File: config.mk
export PLATFORM = sky130hd
export DESIGN_NAME = intr_ctrl_flat
export DESIGN_NICKNAME = d
export VERILOG_FILES = /design/src/rtl/intr_ctrl_if.sv /design/src/rtl/intr_ctrl.sv /design/src/flat_wrapper.sv
export SDC_FILE = /design/constraint.sdc
export NUM_CORES = 1
export LEC_CHECK = 0
export CAP_MARGIN = 20
export CORE_AREA = 4 4 41 43
export CTS_BUF_LIST = sky130_fd_sc_hd__clkbuf_8
export DETAILED_ROUTE_END_ITERATION = 10
export DIE_AREA = 0 0 45 47
export PLACE_DENSITY = 0.75
export SLEW_MARGIN = 20
export SYNTH_ARGS = -nofsm -noshare
export SYNTH_HDL_FRONTEND = slang
export SYNTH_SLANG_ARGS = --single-unit
File: constraint.sdc
create_clock -name clk -period 1.8 [get_ports clk]
set_input_delay 0.18 -clock clk [delete_from_list [all_inputs] [get_ports clk]]
set_output_delay 0.18 -clock clk [all_outputs]
set_load 0.02 [all_outputs]
File: src/rtl/intr_ctrl_if.sv
// intr_ctrl_if: core/peripheral signal bundle for the interrupt controller.
// slave = controller side, master = core/peripheral side.
interface intr_ctrl_if #(
    parameter int unsigned TIMER_W = 32
);
    logic               rx_valid;
    logic               intr_en;
    logic               ack;
    logic               insn_boundary;
    logic               icall_taken;
    logic               period_we;
    logic [TIMER_W-1:0] period_wdata;
    logic               icall_req;
    logic               intr_cause;
    logic [1:0]         pending;
    logic               overrun;

    modport slave (
        input  rx_valid,
        input  intr_en,
        input  ack,
        input  insn_boundary,
        input  icall_taken,
        input  period_we,
        input  period_wdata,
        output icall_req,
        output intr_cause,
        output pending,
        output overrun
    );

    modport master (
        output rx_valid,
        output intr_en,
        output ack,
        output insn_boundary,
        output icall_taken,
        output period_we,
        output period_wdata,
        input  icall_req,
        input  intr_cause,
        input  pending,
        input  overrun
    );
endinterface

File: src/rtl/intr_ctrl.sv
// intr_ctrl: pending latch, fixed rx>timer priority and ICALL request FSM.
// Timer source is built only when INTR_TIMER_EN is defined.
module intr_ctrl #(
    parameter int unsigned TIMER_W      = 32,
    parameter int unsigned RESET_PERIOD = 0
) (
    input logic        clk,
    input logic        rst_n,
    intr_ctrl_if.slave bus
);
    typedef enum logic [1:0] {
        IDLE    = 2'd0,
        REQ     = 2'd1,
        SERVICE = 2'd2
    } state_e;

    state_e     state_q, state_d;
    logic [1:0] pend_q, pend_d;
    logic       ovr_q, ovr_d;
    logic       cause_q, cause_d;
    logic       tmr_exp;
    logic       ack_svc;
    logic [1:0] set_vec;
    logic [1:0] clr_vec;

`ifdef INTR_TIMER_EN
    logic [TIMER_W-1:0] period_q, period_d;
    logic [TIMER_W-1:0] cnt_q, cnt_d;

    always_comb begin
        period_d = period_q;
        cnt_d    = cnt_q;
        tmr_exp  = 1'b0;
        if (period_q != '0) begin
            if (cnt_q == TIMER_W'(1)) begin
                tmr_exp = 1'b1;
                cnt_d   = period_q;
            end else if (cnt_q == '0) begin
                cnt_d = period_q;
            end else begin
                cnt_d = cnt_q - TIMER_W'(1);
            end
        end
        // a write reloads the counter but an expiry this cycle still fires
        if (bus.period_we) begin
            period_d = bus.period_wdata;
            cnt_d    = bus.period_wdata;
        end
    end

    always_ff @(posedge clk or negedge rst_n) begin
        if (!rst_n) begin
            period_q <= TIMER_W'(RESET_PERIOD);
            cnt_q    <= TIMER_W'(RESET_PERIOD);
        end else begin
            period_q <= period_d;
            cnt_q    <= cnt_d;
        end
    end
`else
    logic unused_period;
    assign unused_period = ^{bus.period_we, bus.period_wdata,
                             TIMER_W[0], RESET_PERIOD[0]};
    assign tmr_exp = 1'b0;
`endif

    assign ack_svc = (state_q == SERVICE) && bus.ack;
    assign set_vec = {tmr_exp, bus.rx_valid};
    assign clr_vec = ack_svc ? (cause_q ? 2'b10 : 2'b01) : 2'b00;

    // a set colliding with its own clear wins and is not an overrun
    always_comb begin
        pend_d = (pend_q & ~clr_vec) | set_vec;
        ovr_d  = ovr_q;
        if (|(set_vec & pend_q & ~clr_vec)) begin
            ovr_d = 1'b1;
        end else if (ack_svc) begin
            ovr_d = 1'b0;
        end
    end

    always_comb begin
        state_d = state_q;
        cause_d = cause_q;
        unique case (state_q)
            IDLE: begin
                if (bus.intr_en && (pend_q != 2'b00) && bus.insn_boundary) begin
                    state_d = REQ;
                    cause_d = ~pend_q[0];
                end
            end
            REQ: begin
                if (bus.icall_taken) begin
                    state_d = SERVICE;
                end else if (!bus.intr_en) begin
                    state_d = IDLE;
                end
            end
            SERVICE: begin
                if (bus.ack) begin
                    state_d = IDLE;
                end
            end
            default: begin
                state_d = IDLE;
            end
        endcase
    end

    always_ff @(posedge clk or negedge rst_n) begin
        if (!rst_n) begin
            state_q <= IDLE;
            pend_q  <= 2'b00;
            ovr_q   <= 1'b0;
            cause_q <= 1'b0;
        end else begin
            state_q <= state_d;
            pend_q  <= pend_d;
            ovr_q   <= ovr_d;
            cause_q <= cause_d;
        end
    end

    assign bus.icall_req  = (state_q == REQ);
    assign bus.intr_cause = cause_q;
    assign bus.pending    = pend_q;
    assign bus.overrun    = ovr_q;
endmodule
File: src/flat_wrapper.sv
// flat-port wrapper written by rule: the top's interface ports become plain ports
module intr_ctrl_flat 
#(
    parameter int unsigned TIMER_W      = 32,
    parameter int unsigned RESET_PERIOD = 0
)
  (clk, rst_n, bus_rx_valid, bus_intr_en, bus_ack, bus_insn_boundary, bus_icall_taken, bus_period_we, bus_period_wdata, bus_icall_req, bus_intr_cause, bus_pending, bus_overrun);
  intr_ctrl_if #(.TIMER_W(TIMER_W)) bus_i ();
  input logic clk;
  input logic rst_n;
  input wire logic [$bits(bus_i.rx_valid)-1:0] bus_rx_valid;
  input wire logic [$bits(bus_i.intr_en)-1:0] bus_intr_en;
  input wire logic [$bits(bus_i.ack)-1:0] bus_ack;
  input wire logic [$bits(bus_i.insn_boundary)-1:0] bus_insn_boundary;
  input wire logic [$bits(bus_i.icall_taken)-1:0] bus_icall_taken;
  input wire logic [$bits(bus_i.period_we)-1:0] bus_period_we;
  input wire logic [$bits(bus_i.period_wdata)-1:0] bus_period_wdata;
  output wire logic [$bits(bus_i.icall_req)-1:0] bus_icall_req;
  output wire logic [$bits(bus_i.intr_cause)-1:0] bus_intr_cause;
  output wire logic [$bits(bus_i.pending)-1:0] bus_pending;
  output wire logic [$bits(bus_i.overrun)-1:0] bus_overrun;
  assign bus_i.rx_valid = bus_rx_valid;
  assign bus_i.intr_en = bus_intr_en;
  assign bus_i.ack = bus_ack;
  assign bus_i.insn_boundary = bus_insn_boundary;
  assign bus_i.icall_taken = bus_icall_taken;
  assign bus_i.period_we = bus_period_we;
  assign bus_i.period_wdata = bus_period_wdata;
  assign bus_icall_req = bus_i.icall_req;
  assign bus_intr_cause = bus_i.intr_cause;
  assign bus_pending = bus_i.pending;
  assign bus_overrun = bus_i.overrun;
  intr_ctrl #(.TIMER_W(TIMER_W), .RESET_PERIOD(RESET_PERIOD)) u_core (.clk(clk), .rst_n(rst_n), .bus(bus_i));
endmodule
* Word level (Yosys, flattened, before mapping)
Cells that the tools add are included.
** Operators by class
- $lt $le $gt $ge :: 0
- Equal/unequal tests :: 5
- Add/subtract/negate cells :: 0
- Shift operators :: 0
- Reduce and logical (&&, ||, !) cells :: 9
- Div/mod/pow operators :: 0
- Muxes and demuxes :: 9
- Bitwise gates (word level) :: 6
- Multiply operators :: 0
** Operators by type and width (number)
- $mux 2 :: 6
- $pmux 2 s3 :: 1
- $and 2x2->2 :: 2
- $reduce_bool 2->1 :: 2
- $logic_and 1x1->1 :: 3
- $ne 3x3->1 const B :: 1
- $reduce_and 3->1 :: 1
- $and 1x2->2 :: 1
- $eq 2x1->1 const B :: 1
- $eq 2x2->1 const B :: 1
- $logic_not 2->1 :: 1
- $mux 1 :: 2
- $ne 2x1->1 const B :: 1
- $ne 2x2->1 const B :: 1
- $not 2->2 :: 1
- $or 2x1->2 :: 1
- $reduce_and 2->1 :: 1
- $reduce_or 2->1 :: 1
- $not 1->1 :: 1
** Storage, ports and cells
- Input bits :: 40
- ROM bits :: 0
- Bits in registers :: 6
- Word-level logic and storage cells :: 33
- Latch bits :: 0
- RAM bits :: 0
- Memories :: 0

* Longest topological paths before layout
- Depth after elaboration :: 7
- Mapped depth :: 3
- Gate-level depth less buffers :: 3

* Worst setup path before layout
Ideal clock, no wire load.
- Kind :: reg2reg
- Start :: register u_core.pend_q[0], in the netlist u_core.bus.pending[0]
- End :: register u_core.cause_q, in the netlist u_core.bus.intr_cause
- Setup slack :: 800 ps
- Arrival :: 920 ps
- Period minus slack after synthesis :: 1000 ps
- Stages on the path, launching flop included :: 3
- Path through :: dfrtp_1 -> o2111ai_1 -> mux2i_1
** On the way
- Word-level cells in the longest chain between the ends :: 4
- Elaborated cells on any way between the ends :: 5
- Classes of those cells :: bitwise (1); reduce/logical (4)
** RTL lines
- start, declared :: line intr_ctrl.sv:18 : logic [1:0] pend_q, pend_d;
- start signal, assigned :: line intr_ctrl.sv:118 : pend_q <= pend_d;
- $reduce_bool 2->1 :: line intr_ctrl.sv:87 : if (bus.intr_en && (pend_q != 2'b00) && bus.insn_boundary) begin
- $logic_and 1x1->1 (2 in a row) :: line intr_ctrl.sv:87
- $reduce_and 2->1 (no source line)
- end signal, assigned :: line intr_ctrl.sv:120 : cause_q <= cause_d;
- end, declared :: line intr_ctrl.sv:20 : logic cause_q, cause_d;
Parallel ways exist; a longest one is shown, timed or not.
A chain may end at the register's enable or synchronous reset.

* Final worst setup path
- Start :: register u_core.state_q[1]
- End :: output port bus_icall_req
** On the way
- Word-level cells in the longest chain between the ends :: 1
** RTL lines
- start, declared :: line intr_ctrl.sv:17 : state_e state_q, state_d;
- start signal, assigned :: line intr_ctrl.sv:117 : state_q <= state_d;
- $eq 2x1->1 :: line intr_ctrl.sv:124 : assign bus.icall_req = (state_q == REQ);
- end, declared :: line flat_wrapper.sv:18 : output wire logic [$bits(bus_i.icall_req)-1:0] bus_icall_req;
No other way between the ends.

==> impl_metrics.ini <==
[critical_path]
cp_slowest_cell = clkdlybuf4s50_1
rrSetupSlack_ns = 0.80
worst_setup_path_end_kind = output port
slowest_delay_ns = 0.60
cp.required_ns = 1.62
rr_endpoint = u_core.bus.intr_cause
cp_max_fo = 4
cp_num_cells = 2
crit_chain = and2b_2, clkdlybuf4s50_1
worstSetupPathType = flip-flop to output port
cp-endpoint = bus_icall_req
r2r_cells = 2
cp_num_buf_inv = 1
critPathLaunchType = flip-flop
crit_family = buffers and inverters
cp.arrival_ns = 1.46
r2r-start = u_core.bus.pending[0]
crit_start = u_core.state_q[1]

[floorplan]
start_util = 0.194
die_w_um = 45
num_rows = 13
die_h_um = 47
core_area_um2 = 1300
io_pins = 45
die_area_um2 = 2120

[synthesis]
syn-cell-area_um2 = 253
yosys_register_bits = 6
syn_area_per_cell_um2 = 11.0
synth_compound_gate_area_share = 0.134
synth-simple-area-share = 0.218
ys_warn_count = 0
syn-num-nets = 63
synth_top_family_by_area = simple AND/OR/NAND/NOR gates
synthCells = 23
ys_seq_area_frac = 0.594
synthXorXnorAreaFrac = 0
synthAdderAreaFrac = 0
synthDistinctLibCells = 12
muxShareOfSynthArea = 0.0396

[power]
pwr-share-seq = 0.367
internal_power_mw = 0.335
pwr-share-clk = 0.455
irDropWorstVdd_mv = 0.461
p_per_area_nw_per_um2 = 1030
power_switching_mw = 0.100
p_leak_nw = 0.181
p_comb_frac = 0.178
swShare = 0.231

[cts]
ctsHoldBuffers = 0
clkLatencyLatePin_ns = 0.22
clk_pin_slew_ns = 0.04
root_buffer = clkbuf_8
cts_resized = 0
numCtsBuffers = 3
post-cts-setup-buffers = 0
cts_tree = built
cts.sinks = 6
clk_path_buf_depth = 2
cts_max_level = 1

[timing]
tightest_slew_ns = 0.285
period_share = 0.908
hold_viol = 0
drv_slew = 0
max-slew-margin-rel = 0.810
clock_skew_ns = 0.00225
min_period_ns = 1.64
max_freq_mhz = 612
setup_viol = 0
setup_tns_ns = 0
rsz0062_at_grt = false

[global_routing]
grt_max_degree = 7
grt_use_total = 0.0731
grt_remaining_overflow = 0
grt_pass1_wl_mm = 1.00
antenna_found_initial = 0
grt_pass1_vias = 236

[route]
via_count = 219
wire_per_inst_um = 10.6
vias_per_cell = 4.21
drt_iter0_drc = 1
ant_nets = 0
dr.pass1.iters = 3
drc = 0
routed_wl_um = 549

[cells_and_area]
drive_above_1_share = 0.108
antennaDiodeCount = 0
final_core_util = 0.325
syn2layout_area_growth_pct = 67.3
nets = 79
layout.cells.non_filler = 52
stdcell_area_um2 = 423

[placement]
dp_cells = 49
place_congestion = 0.680
place_area_um2 = 382
io_buffers = 11

[flow_run]
maxCapViolCount = 0

[outcome]
outcome = completed

[min_path]
hold_path.class = primary input to async pin
-- placed cells by master (no fill, tap or decap) --
cell type / n
clkdlybuf4s50_1: 11
dfrtp_1: 6
nand2_1: 4
clkbuf_8: 3
nand3b_1: 2
o21ai_0: 2
nand2b_1: 2
and2b_2: 1
inv_1: 1
o21a_1: 1
nor2_1: 1
o2111ai_1: 1
o211ai_1: 1
mux2i_1: 1
-- cells in the mapped netlist --
library cell,count,area share
o211ai_1,1,0.030
mux2i_1,1,0.040
o21ai_0,2,0.040
o2111ai_1,1,0.035
nand2_1,4,0.059
dfrtp_1,6,0.59
inv_1,1,0.015
nor2_1,1,0.015
nand2b_1,2,0.049
and2b_2,1,0.035
nand3b_1,2,0.059
o21a_1,1,0.030
-- area by class of cell --
cell class / count / area, µm²
timing repair buffer: 11 / 110
clock buffer: 3 / 41.3
inverter: 1 / 3.75
tap: 15 / 18.8
multi-input combinational: 16 / 98.8
sequential: 6 / 150
fill: 152 / 878
-- kinds of logic (layout without fill, tap and decap cells) --
family / count (synthesis) / in the layout
AND/OR/NAND/NOR: 10 / 10
flip-flops: 6 / 6
AO/OA/AOI/OAI: 5 / 5
multiplexers: 1 / 1
buffers and inverters: 1 / 15
-- power groups by stage --
stage | Sequential (mW) | Combinational [mW] | Clock (mW)
finish | 0.160 | 0.0772 | 0.198
global route | 0.163 | 0.0861 | 0.218
CTS | 0.160 | 0.0787 | 0.209
detailed placement | 0.162 | 0.0783 | 0
global placement | 0.161 | 0.0780 | 0
floorplan | 0.168 | 0.0300 | 0
-- routing by layer --
metal / vias to the layer above / wire (µm) / GRT usage / part of all wire
met1: 101 / 231 / 0.0808 / 0.42
met2: 8 / 258 / 0.0989 / 0.47
met4: 0 / 0 / 0.0351 / 0
met3: 0 / 60 / 0.0613 / 0.11
li1: 110 / - / - / -
met5: - / 0 / 0 / 0
-- per-stage QoR --
step                      hold WS (ns)  total power [mW]  setup slack [ns]
after detailed placement         0.441             0.240             0.393
after global placement           0.435             0.239             0.397
after global routing             0.221             0.467             0.112
after floorplan                 -0.116             0.198             0.800
after CTS                        0.202             0.448             0.146
final                            0.198             0.435             0.165
-- registers in the layout, indices dropped and copies added, names as in the netlist --
signal and flops:
u_core.bus.intr_cause 1, u_core.bus.pending 2, u_core.bus.overrun 1, u_core.state_q 2
-- how the worst min path moves through the flow --
stage,endpoint,depth (start not counted)
final,u_core.state_q[1],1
after global routing,u_core.state_q[1],1
after CTS,u_core.state_q[1],1
after detailed placement,u_core.state_q[1],1
after global placement,u_core.state_q[1],1
after floorplan,u_core.bus.intr_cause,0
Note: power is estimated with default switching activity, not from simulation.
